--- config.mk ---
export PLATFORM = sky130hd
export DESIGN_NAME = hvac_actuator_seq_flat
export DESIGN_NICKNAME = d
export VERILOG_FILES = /design/src/rtl/hvac_actuator_seq_if.sv /design/src/rtl/hvac_actuator_seq.sv /design/src/flat_wrapper.sv
export SDC_FILE = /design/constraint.sdc
export NUM_CORES = 1
export LEC_CHECK = 0
export CAP_MARGIN = 5
export CELL_PAD_IN_SITES_DETAIL_PLACEMENT = 0
export CELL_PAD_IN_SITES_GLOBAL_PLACEMENT = 2
export CORE_MARGIN = 4
export CORE_UTILIZATION = 36
export CTS_CLUSTER_DIAMETER = 60
export DETAILED_ROUTE_END_ITERATION = 8
export GPL_ROUTABILITY_DRIVEN = 1
export GPL_TIMING_DRIVEN = 1
export MAX_ROUTING_LAYER = met4
export PLACE_DENSITY = 0.9
export SLEW_MARGIN = 40
export SYNTH_ARGS = -nofsm -noshare
export SYNTH_HDL_FRONTEND = slang
export SYNTH_SLANG_ARGS = --single-unit
--- constraint.sdc ---
create_clock -name clk -period 6 [get_ports clk]
set_input_delay 0.9 -clock clk [delete_from_list [all_inputs] [get_ports clk]]
set_output_delay 0.9 -clock clk [all_outputs]
set_load 0.005 [all_outputs]
--- src/rtl/hvac_actuator_seq_if.sv ---
// Mode request and actuator status bundle between the mode FSM, this
// sequencer and any observer.
interface hvac_actuator_seq_if;
   logic [1:0] mode_req;
   logic       heater_en;
   logic       cooler_en;
   logic       busy;
   logic       illegal_req;
   logic [1:0] state_o;

   modport master (
      output mode_req,
      input  heater_en, cooler_en, busy, illegal_req, state_o
   );

   modport slave (
      input  mode_req,
      output heater_en, cooler_en, busy, illegal_req, state_o
   );
endinterface

--- src/rtl/hvac_actuator_seq.sv ---
// Heater/cooler enable sequencer: enforces a minimum on-time per actuator and
// a fixed dead-time between one actuator dropping and any actuator rising.
//
// state | meaning
// ------+-------------------------------------------------------------
// IDLE  | both actuators off, waiting for a heat/cool request
// HEAT  | heater driven; held for at least MIN_ON cycles
// COOL  | cooler driven; held for at least MIN_ON cycles
// DEAD  | both off for exactly DEAD_T cycles, request evaluated on exit
module hvac_actuator_seq #(
   parameter int MIN_ON = 8,
   parameter int DEAD_T = 4,
   parameter int CNT_W  = 8
) (
   input  logic                clk,
   input  logic                rst_n,
   hvac_actuator_seq_if.slave  act
);

   localparam logic [1:0] IDLE = 2'b00;
   localparam logic [1:0] HEAT = 2'b01;
   localparam logic [1:0] COOL = 2'b10;
   localparam logic [1:0] DEAD = 2'b11;

   localparam logic [1:0] REQ_IDLE = 2'b00;
   localparam logic [1:0] REQ_COOL = 2'b01;
   localparam logic [1:0] REQ_HEAT = 2'b10;

   localparam logic [CNT_W-1:0] ON_LAST   = CNT_W'(MIN_ON - 1);
   localparam logic [CNT_W-1:0] DEAD_LAST = CNT_W'(DEAD_T - 1);

   logic [1:0]       state;
   logic [1:0]       state_nxt;
   logic [CNT_W-1:0] cnt;
   logic [1:0]       req_eff;
   logic             heater_q;
   logic             cooler_q;
   logic             illegal_q;

   // An illegal request behaves exactly like an idle request.
   assign req_eff = (act.mode_req == 2'b11) ? REQ_IDLE : act.mode_req;

   always_comb begin
      state_nxt = state;
      case (state)
         IDLE: begin
            if (req_eff == REQ_HEAT)      state_nxt = HEAT;
            else if (req_eff == REQ_COOL) state_nxt = COOL;
         end
         HEAT: begin
            if ((req_eff != REQ_HEAT) && (cnt >= ON_LAST)) state_nxt = DEAD;
         end
         COOL: begin
            if ((req_eff != REQ_COOL) && (cnt >= ON_LAST)) state_nxt = DEAD;
         end
         default: begin
            if (cnt == DEAD_LAST) begin
               case (req_eff)
                  REQ_HEAT: state_nxt = HEAT;
                  REQ_COOL: state_nxt = COOL;
                  default:  state_nxt = IDLE;
               endcase
            end
         end
      endcase
   end

   always_ff @(posedge clk or negedge rst_n) begin
      if (!rst_n) begin
         state     <= IDLE;
         cnt       <= '0;
         heater_q  <= 1'b0;
         cooler_q  <= 1'b0;
         illegal_q <= 1'b0;
      end else begin
         state     <= state_nxt;
         heater_q  <= (state_nxt == HEAT);
         cooler_q  <= (state_nxt == COOL);
         illegal_q <= (act.mode_req == 2'b11);
         if (state_nxt != state) cnt <= '0;
         else if (!(&cnt))       cnt <= cnt + 1'b1;
      end
   end

   assign act.heater_en   = heater_q;
   assign act.cooler_en   = cooler_q;
   assign act.illegal_req = illegal_q;
   assign act.state_o     = state;
   assign act.busy        = (state == DEAD) |
                            (((state == HEAT) | (state == COOL)) & (cnt < ON_LAST));

endmodule

--- src/flat_wrapper.sv ---
// flat-port wrapper written by rule: the top's interface ports become plain ports
module hvac_actuator_seq_flat 
#(
   parameter int MIN_ON = 8,
   parameter int DEAD_T = 4,
   parameter int CNT_W  = 8
)
  (clk, rst_n, act_mode_req, act_heater_en, act_cooler_en, act_busy, act_illegal_req, act_state_o);
  hvac_actuator_seq_if act_i ();
  input  logic clk;
  input  logic rst_n;
  input wire logic [$bits(act_i.mode_req)-1:0] act_mode_req;
  output wire logic [$bits(act_i.heater_en)-1:0] act_heater_en;
  output wire logic [$bits(act_i.cooler_en)-1:0] act_cooler_en;
  output wire logic [$bits(act_i.busy)-1:0] act_busy;
  output wire logic [$bits(act_i.illegal_req)-1:0] act_illegal_req;
  output wire logic [$bits(act_i.state_o)-1:0] act_state_o;
  assign act_i.mode_req = act_mode_req;
  assign act_heater_en = act_i.heater_en;
  assign act_cooler_en = act_i.cooler_en;
  assign act_busy = act_i.busy;
  assign act_illegal_req = act_i.illegal_req;
  assign act_state_o = act_i.state_o;
  hvac_actuator_seq #(.MIN_ON(MIN_ON), .DEAD_T(DEAD_T), .CNT_W(CNT_W)) u_core (.clk(clk), .rst_n(rst_n), .act(act_i));
endmodule
======== Word level (Yosys, flattened, before mapping) ========
Cells that the tools add are included.
cells by class
  multiplexer cells ....................... 10
  $lt $le $gt $ge ......................... 2
  bitwise operators ....................... 3
  add/sub/neg operators ................... 1
  reduce and logical (&&, ||, !) cells .... 4
  eq/ne operators ......................... 13
operator list
  cell                                                                          number
  8-bit 2-to-1 mux                                                              2
  2-bit 2-to-1 mux                                                              6
  2-bit == test, second input constant                                          5
  8-bit by 1-bit adder with 8-bit output, second input constant                 1
  8-bit by 2-bit == test with 1-bit output, second input constant               1
  8-bit by 3-bit >= comparator with 1-bit output, second input constant         1
  8-bit by 3-bit less-than comparator with 1-bit output, second input constant  1
  8-bit AND reduction                                                           1
  2-bit by 1-bit == test with 1-bit output, second input constant               3
  2-bit one-hot mux with 3 select lines                                         1
  2-bit by 1-bit inequality test with 1-bit output, second input constant       2
  2-bit one-hot mux with 2 select lines                                         1
  1-bit logical AND                                                             2
  2-bit zero test                                                               1
  2-bit inequality test                                                         1
  2-bit inequality test, second input constant                                  1
  1-bit OR                                                                      2
  1-bit bitwise AND                                                             1
storage, ports and cells
  logic and storage cells ................. 38
  register bits ........................... 13
  output and inout bits ................... 6
  bits of input ports ..................... 4

======== Logic depth before layout (Yosys ltp) ========
  word-level depth ........................ 8
  depth in mapped cells ................... 7
  mapped depth without buffers ............ 7

======== Worst setup path before layout ========
No wires, ideal clock.
  path kind ............................... input to register
  start point ............................. in act_mode_req[1]
  end point ............................... reg u_core.cnt[4]
  setup slack ............................. 3.942 ns
  arrival time ............................ 1.978 ns
  required time ........................... 5.919 ns
  stages on the path ...................... 5
  buffers on the path ..................... 0
  library setup time ...................... 0.081 ns
  cell sequence ........................... or2_1 > a311oi_1 > a221o_1 > nand4_4 > nor3b_2
on the way
  longest elaborated chain between the ends .. 8
  elaborated cells on any way between the ends .. 18
  classes of those cells .................. eq/ne: 7; mux: 9; reduce/logical: 2
ends and longest elaborated chain
  what                                                                                                   RTL line                                          text
  from (decl)                                                                                            flat_wrapper.sv:12                                input wire logic [$bits(act_i.mode_req)-1:0] act_mode_req;
  2-bit == test                                                                                          hvac_actuator_seq.sv:41                           assign req_eff = (act.mode_req == 2'b11) ? REQ_IDLE : act.mode_req;
  2-bit 2-to-1 mux (*)                                                                                   hvac_actuator_seq.sv:41
  2-bit by 1-bit == test with 1-bit output, or another cell as far along                                 hvac_actuator_seq.sv:48, hvac_actuator_seq.sv:58
  2-bit one-hot mux with 2 select lines, or another cell as far along                                    hvac_actuator_seq.sv:58                           case (req_eff)
  2-bit 2-to-1 mux (on tied branches)                                                                    -
  2-bit one-hot mux with 3 select lines (*)                                                              hvac_actuator_seq.sv:45                           case (state)
  2-bit inequality test (*)                                                                              hvac_actuator_seq.sv:80                           if (state_nxt != state) cnt <= '0;
  2-bit by 1-bit inequality test with 1-bit output (no source line) or 8-bit 2-to-1 mux (tied branches)  -
  to (signal assigned)                                                                                   hvac_actuator_seq.sv:81                           else if (!(&cnt)) cnt <= cnt + 1'b1;
  to (decl)                                                                                              hvac_actuator_seq.sv:34                           logic [CNT_W-1:0] cnt;
Every way passes the cells marked *; elsewhere a longest branch is shown, timed or not.
A chain may end at the register's enable or synchronous reset.

======== Final worst setup path ========
  start point ............................. reg u_core.cnt[3]
  end point ............................... out act_busy
on the way
  longest elaborated chain between the ends .. 3
ends and longest elaborated chain
  what                                                   RTL line                 text
  8-bit by 3-bit less-than comparator with 1-bit output  hvac_actuator_seq.sv:90  (((state == HEAT) | (state == COOL)) & (cnt < ON_LAST));
  1-bit bitwise AND                                      hvac_actuator_seq.sv:90
  1-bit OR                                               hvac_actuator_seq.sv:89  assign act.busy = (state == DEAD) |
  to (decl)                                              flat_wrapper.sv:15       output wire logic [$bits(act_i.busy)-1:0] act_busy;
Every way passes these cells.

==> parameters.txt <==
Parameter                              Value

CTS
  Post-CTS sizing    0
  Clock Pin Slew Worst Setup and Hold Paths    0.08 ns
  Count of hold buffers inserted by post-cts repair    0
  Clock Tree Root    clkbuf_4
  Clock latency at the later pin of the worst-skew pair    0.27 ns
  H-tree levels    1
  # clock sinks    13
  Number of buffers on the longest clock path    2
  Post-CTS repair timing setup buffer count    0
  Cts bufs inserted    3
  TritonCTS clock tree    yes

Setup path
  Crit-path leading delay family    buffers and inverters
  Cell with the biggest individual delay on the critical path    clkdlybuf4s50_1
  Crit path required time    5.10 ns
  R2R Path End    u_core.cnt[4]
  Critical-path maximum fanout    8
  Data arrival, critical path    1.93 ns
  Worst Reg2Reg Path Length in Cells    7
  Critical Setup Path Class    reg2out
  Reg2reg setup slack    3.79 ns
  Cell breakdown of the critical path    nor3_1, a41o_1, clkdlybuf4s50_1
  Worst path bufs/invs    1
  Startpoint of the lowest-slack register-to-register path    u_core.act.state_o[0]
  Category of the worst setup path capture point    output port
  Startpoint types    flip-flop
  Slowest cell delay on critical path    0.50 ns

Timing
  Fraction of the cycle the final worst path needs    47.2%
  Headroom to the max-slew limit    61.9%
  Pin slew with the least headroom to its limit    0.569 ns
  Final setup violation count    0
  Final min period    2.83 ns
  Count of pins over their slew limit    0
  Setup WS post-layout    3.17 ns
  Highest clock frequency the design can meet    353 MHz
  Hold Fails Final Rpt    0
  Worst Skew    0.00284 ns
  Total negative slack for setup checks    0 ns
  RSZ-0062 raised after global routing    false

Job
  Count of maximum capacitance violations    0

Floorplan
  Die height    57.9 um
  Boundary Pins    10
  Area enclosed by the die boundary    3350 um2
  Starting utilization of the core area    38.9%
  Width of the chip    57.9 um
  FP Rows    17
  CORE AREA    2300 um2

Synthesis
  Post-synthesis cell count    95
  Flops & latches, synth    13
  Post-Synthesis Cell Area    895 um2
  Count of synthesis-stage warnings from yosys    0
  Mapped Nets    104
  Proportion of synthesized chip area in sequential cells    36.4%
  Number of distinct standard cells referenced by the synthesized netlist    36
  Average footprint of a synthesized cell    9.42 um2

GRT
  Total congestion overflow    0
  Wire length of the first global-routing pass    3200 um
  Maximum number of pins on one net before global-route repair    14
  Antenna violations before repair    0
  Overall Global Routing Usage    12.8%
  Number of global-route vias before repair    680

Detailed routing
  WL per Instance    14.1 um
  Antenna Violating Nets Remaining    0
  Post-DR vias/cell    5.71
  Pre-Repair DR Iteration Count    6
  Overall routed net length    1900 um
  Via total after detailed routing    771
  DRC marker count from the first detailed-route iteration    14
  DRC violation count after routing    0

Final layout
  Antenna diodes    0
  Fin nets    117
  Final instance area    1040 um2
  Sequential Area    325 um2
  Area growth from synthesis to layout    16.5%
  Fill cell instance count of the final layout    232
  Fraction of final layout cells with drive strength greater than 1    12.1%
  Area used by multi-input combinational logic    551 um2

Worst hold path
  Worst Hold Depth    2
  Class of the tightest hold or removal check    reg2reg
  Hold endpoint    u_core.cnt[1]
  Hold path start    u_core.cnt[1]

Placed design
  Final Wtd Congestion    0.819
  Worst Setup Slack post-DPL    3.25 ns
  Number of port buffers    9
  Area after DPL    1020 um2
  Total half-perimeter wirelength after legalization and detailed placement    1450 um

Power
  P_leak    0.440 nW
  Total Power Consumption    0.455 mW
  Total power per unit cell area    437 nW/um2
  Worst supply voltage drop on vdd    0.268 mV

Run status
  Outcome    finished clean
## registers in the layout (all words and copies together) (netlist names)
register / cells
u_core.act.illegal_req: 1
u_core.cnt: 8
u_core.act.cooler_en: 1
u_core.act.state_o: 2
u_core.act.heater_en: 1
## cells in the final DEF, fill, tap and decap left out, types with 3 or more instances in the layout
master | netlist | final
ha_1 | 5 | 5
nand2_1 | 7 | 7
clkdlybuf4s50_1 | 0 | 9
o21ai_0 | 4 | 4
a21oi_1 | 7 | 7
nor2_1 | 11 | 11
inv_1 | 4 | 4
dfrtp_1 | 13 | 13
clkbuf_4 | 0 | 3
and2_1 | 3 | 3
and3_1 | 4 | 4
nand2b_1 | 3 | 3
## through the flow
stage	hold slack, ns	instances	utilization [%]
global placement	0.527	131	44.2
floorplan	0.513	95	-
global route	0.601	135	45.4
CTS	0.545	135	45.4
detailed placement	0.534	131	44.2
finish	0.558	135	45.4
## report_power, final
part | internal (mW) | total, mW | switching [mW] | leakage (nW)
clock network | 0.0258 | 0.0529 | 0.0271 | 0.0150
registers | 0.111 | 0.138 | 0.0271 | 0.171
logic | 0.124 | 0.264 | 0.140 | 0.254
## worst reg2reg max path, stage by stage (launching register included)
cell,delay (ns)
dfrtp_1,0.48
inv_1,0.14
ha_1,0.26
or2_2,0.32
a311oi_1,0.29
a221o_1,0.25
nand4_4,0.20
nor3b_2,0.19
## layout make-up
class / count / area share (%)
flip-flops and latches: 13 / 31.2
clock buffers: 4 / 2.52
well taps: 28 / 3.36
repair buffers: 9 / 8.64
multi-input cells: 77 / 52.8
inverters: 4 / 1.44
## cells in the mapped netlist
library cell	instances	share of area, %
dfrtp_1	13	36
nor2_1	11	4.6
a21oi_1	7	3.9
nand2_1	7	2.9
ha_1	5	7.0
and3_1	4	2.8
inv_1	4	1.7
o21ai_0	4	2.2
and2_1	3	2.1
nand2b_1	3	2.1
a211oi_2	2	2.8
a221o_1	2	2.2
a311oi_1	2	2.0
nand3_1	2	1.1
nand4_1	2	1.4
nand4b_1	2	2.0
o311ai_2	2	3.6
or2_2	2	1.4
a21boi_0	1	0.84
a31oi_1	1	0.70
a32o_1	1	1.1
a41o_1	1	1.1
and3b_1	1	0.98
clkbuf_1	1	0.42
nand4_4	1	2.4
nor3_1	1	0.56
nor3_2	1	1.1
nor3b_2	1	1.4
nor4b_1	1	0.98
o211a_1	1	1.1
o211ai_1	1	0.84
o21ai_1	1	0.56
or2_1	1	0.70
or3_1	1	0.70
or3_4	1	1.3
xor2_1	1	0.98
## worst max path at each step
stage,from,end,cells after the start
6_report,u_core.cnt[3],act_busy,3
5_1_grt,u_core.cnt[3],act_busy,3
4_1_cts,u_core.cnt[3],act_busy,3
3_5_place_dp,act_mode_req[1],u_core.cnt[6],6
3_3_place_gp,act_mode_req[1],u_core.cnt[6],6
2_1_floorplan,act_mode_req[1],u_core.cnt[4],5
## per-layer routing
metal | up-vias | global-route usage [%] | share of wire [%]
met5 | - | - | 0
met4 | 0 | 6.95 | 2.2
met3 | 4 | 2.00 | 3.2
met2 | 13 | 19.4 | 47
met1 | 372 | 16.3 | 48
li1 | 382 | - | -
## logic make-up after synthesis
family	share of synthesized area, %
compound gates	23.1
xor+xnor	0.979
fa+ha+maj	6.99
buf+inv	2.10
flops	36.4
simple gates	30.5
(Power assumes the default switching activity.)
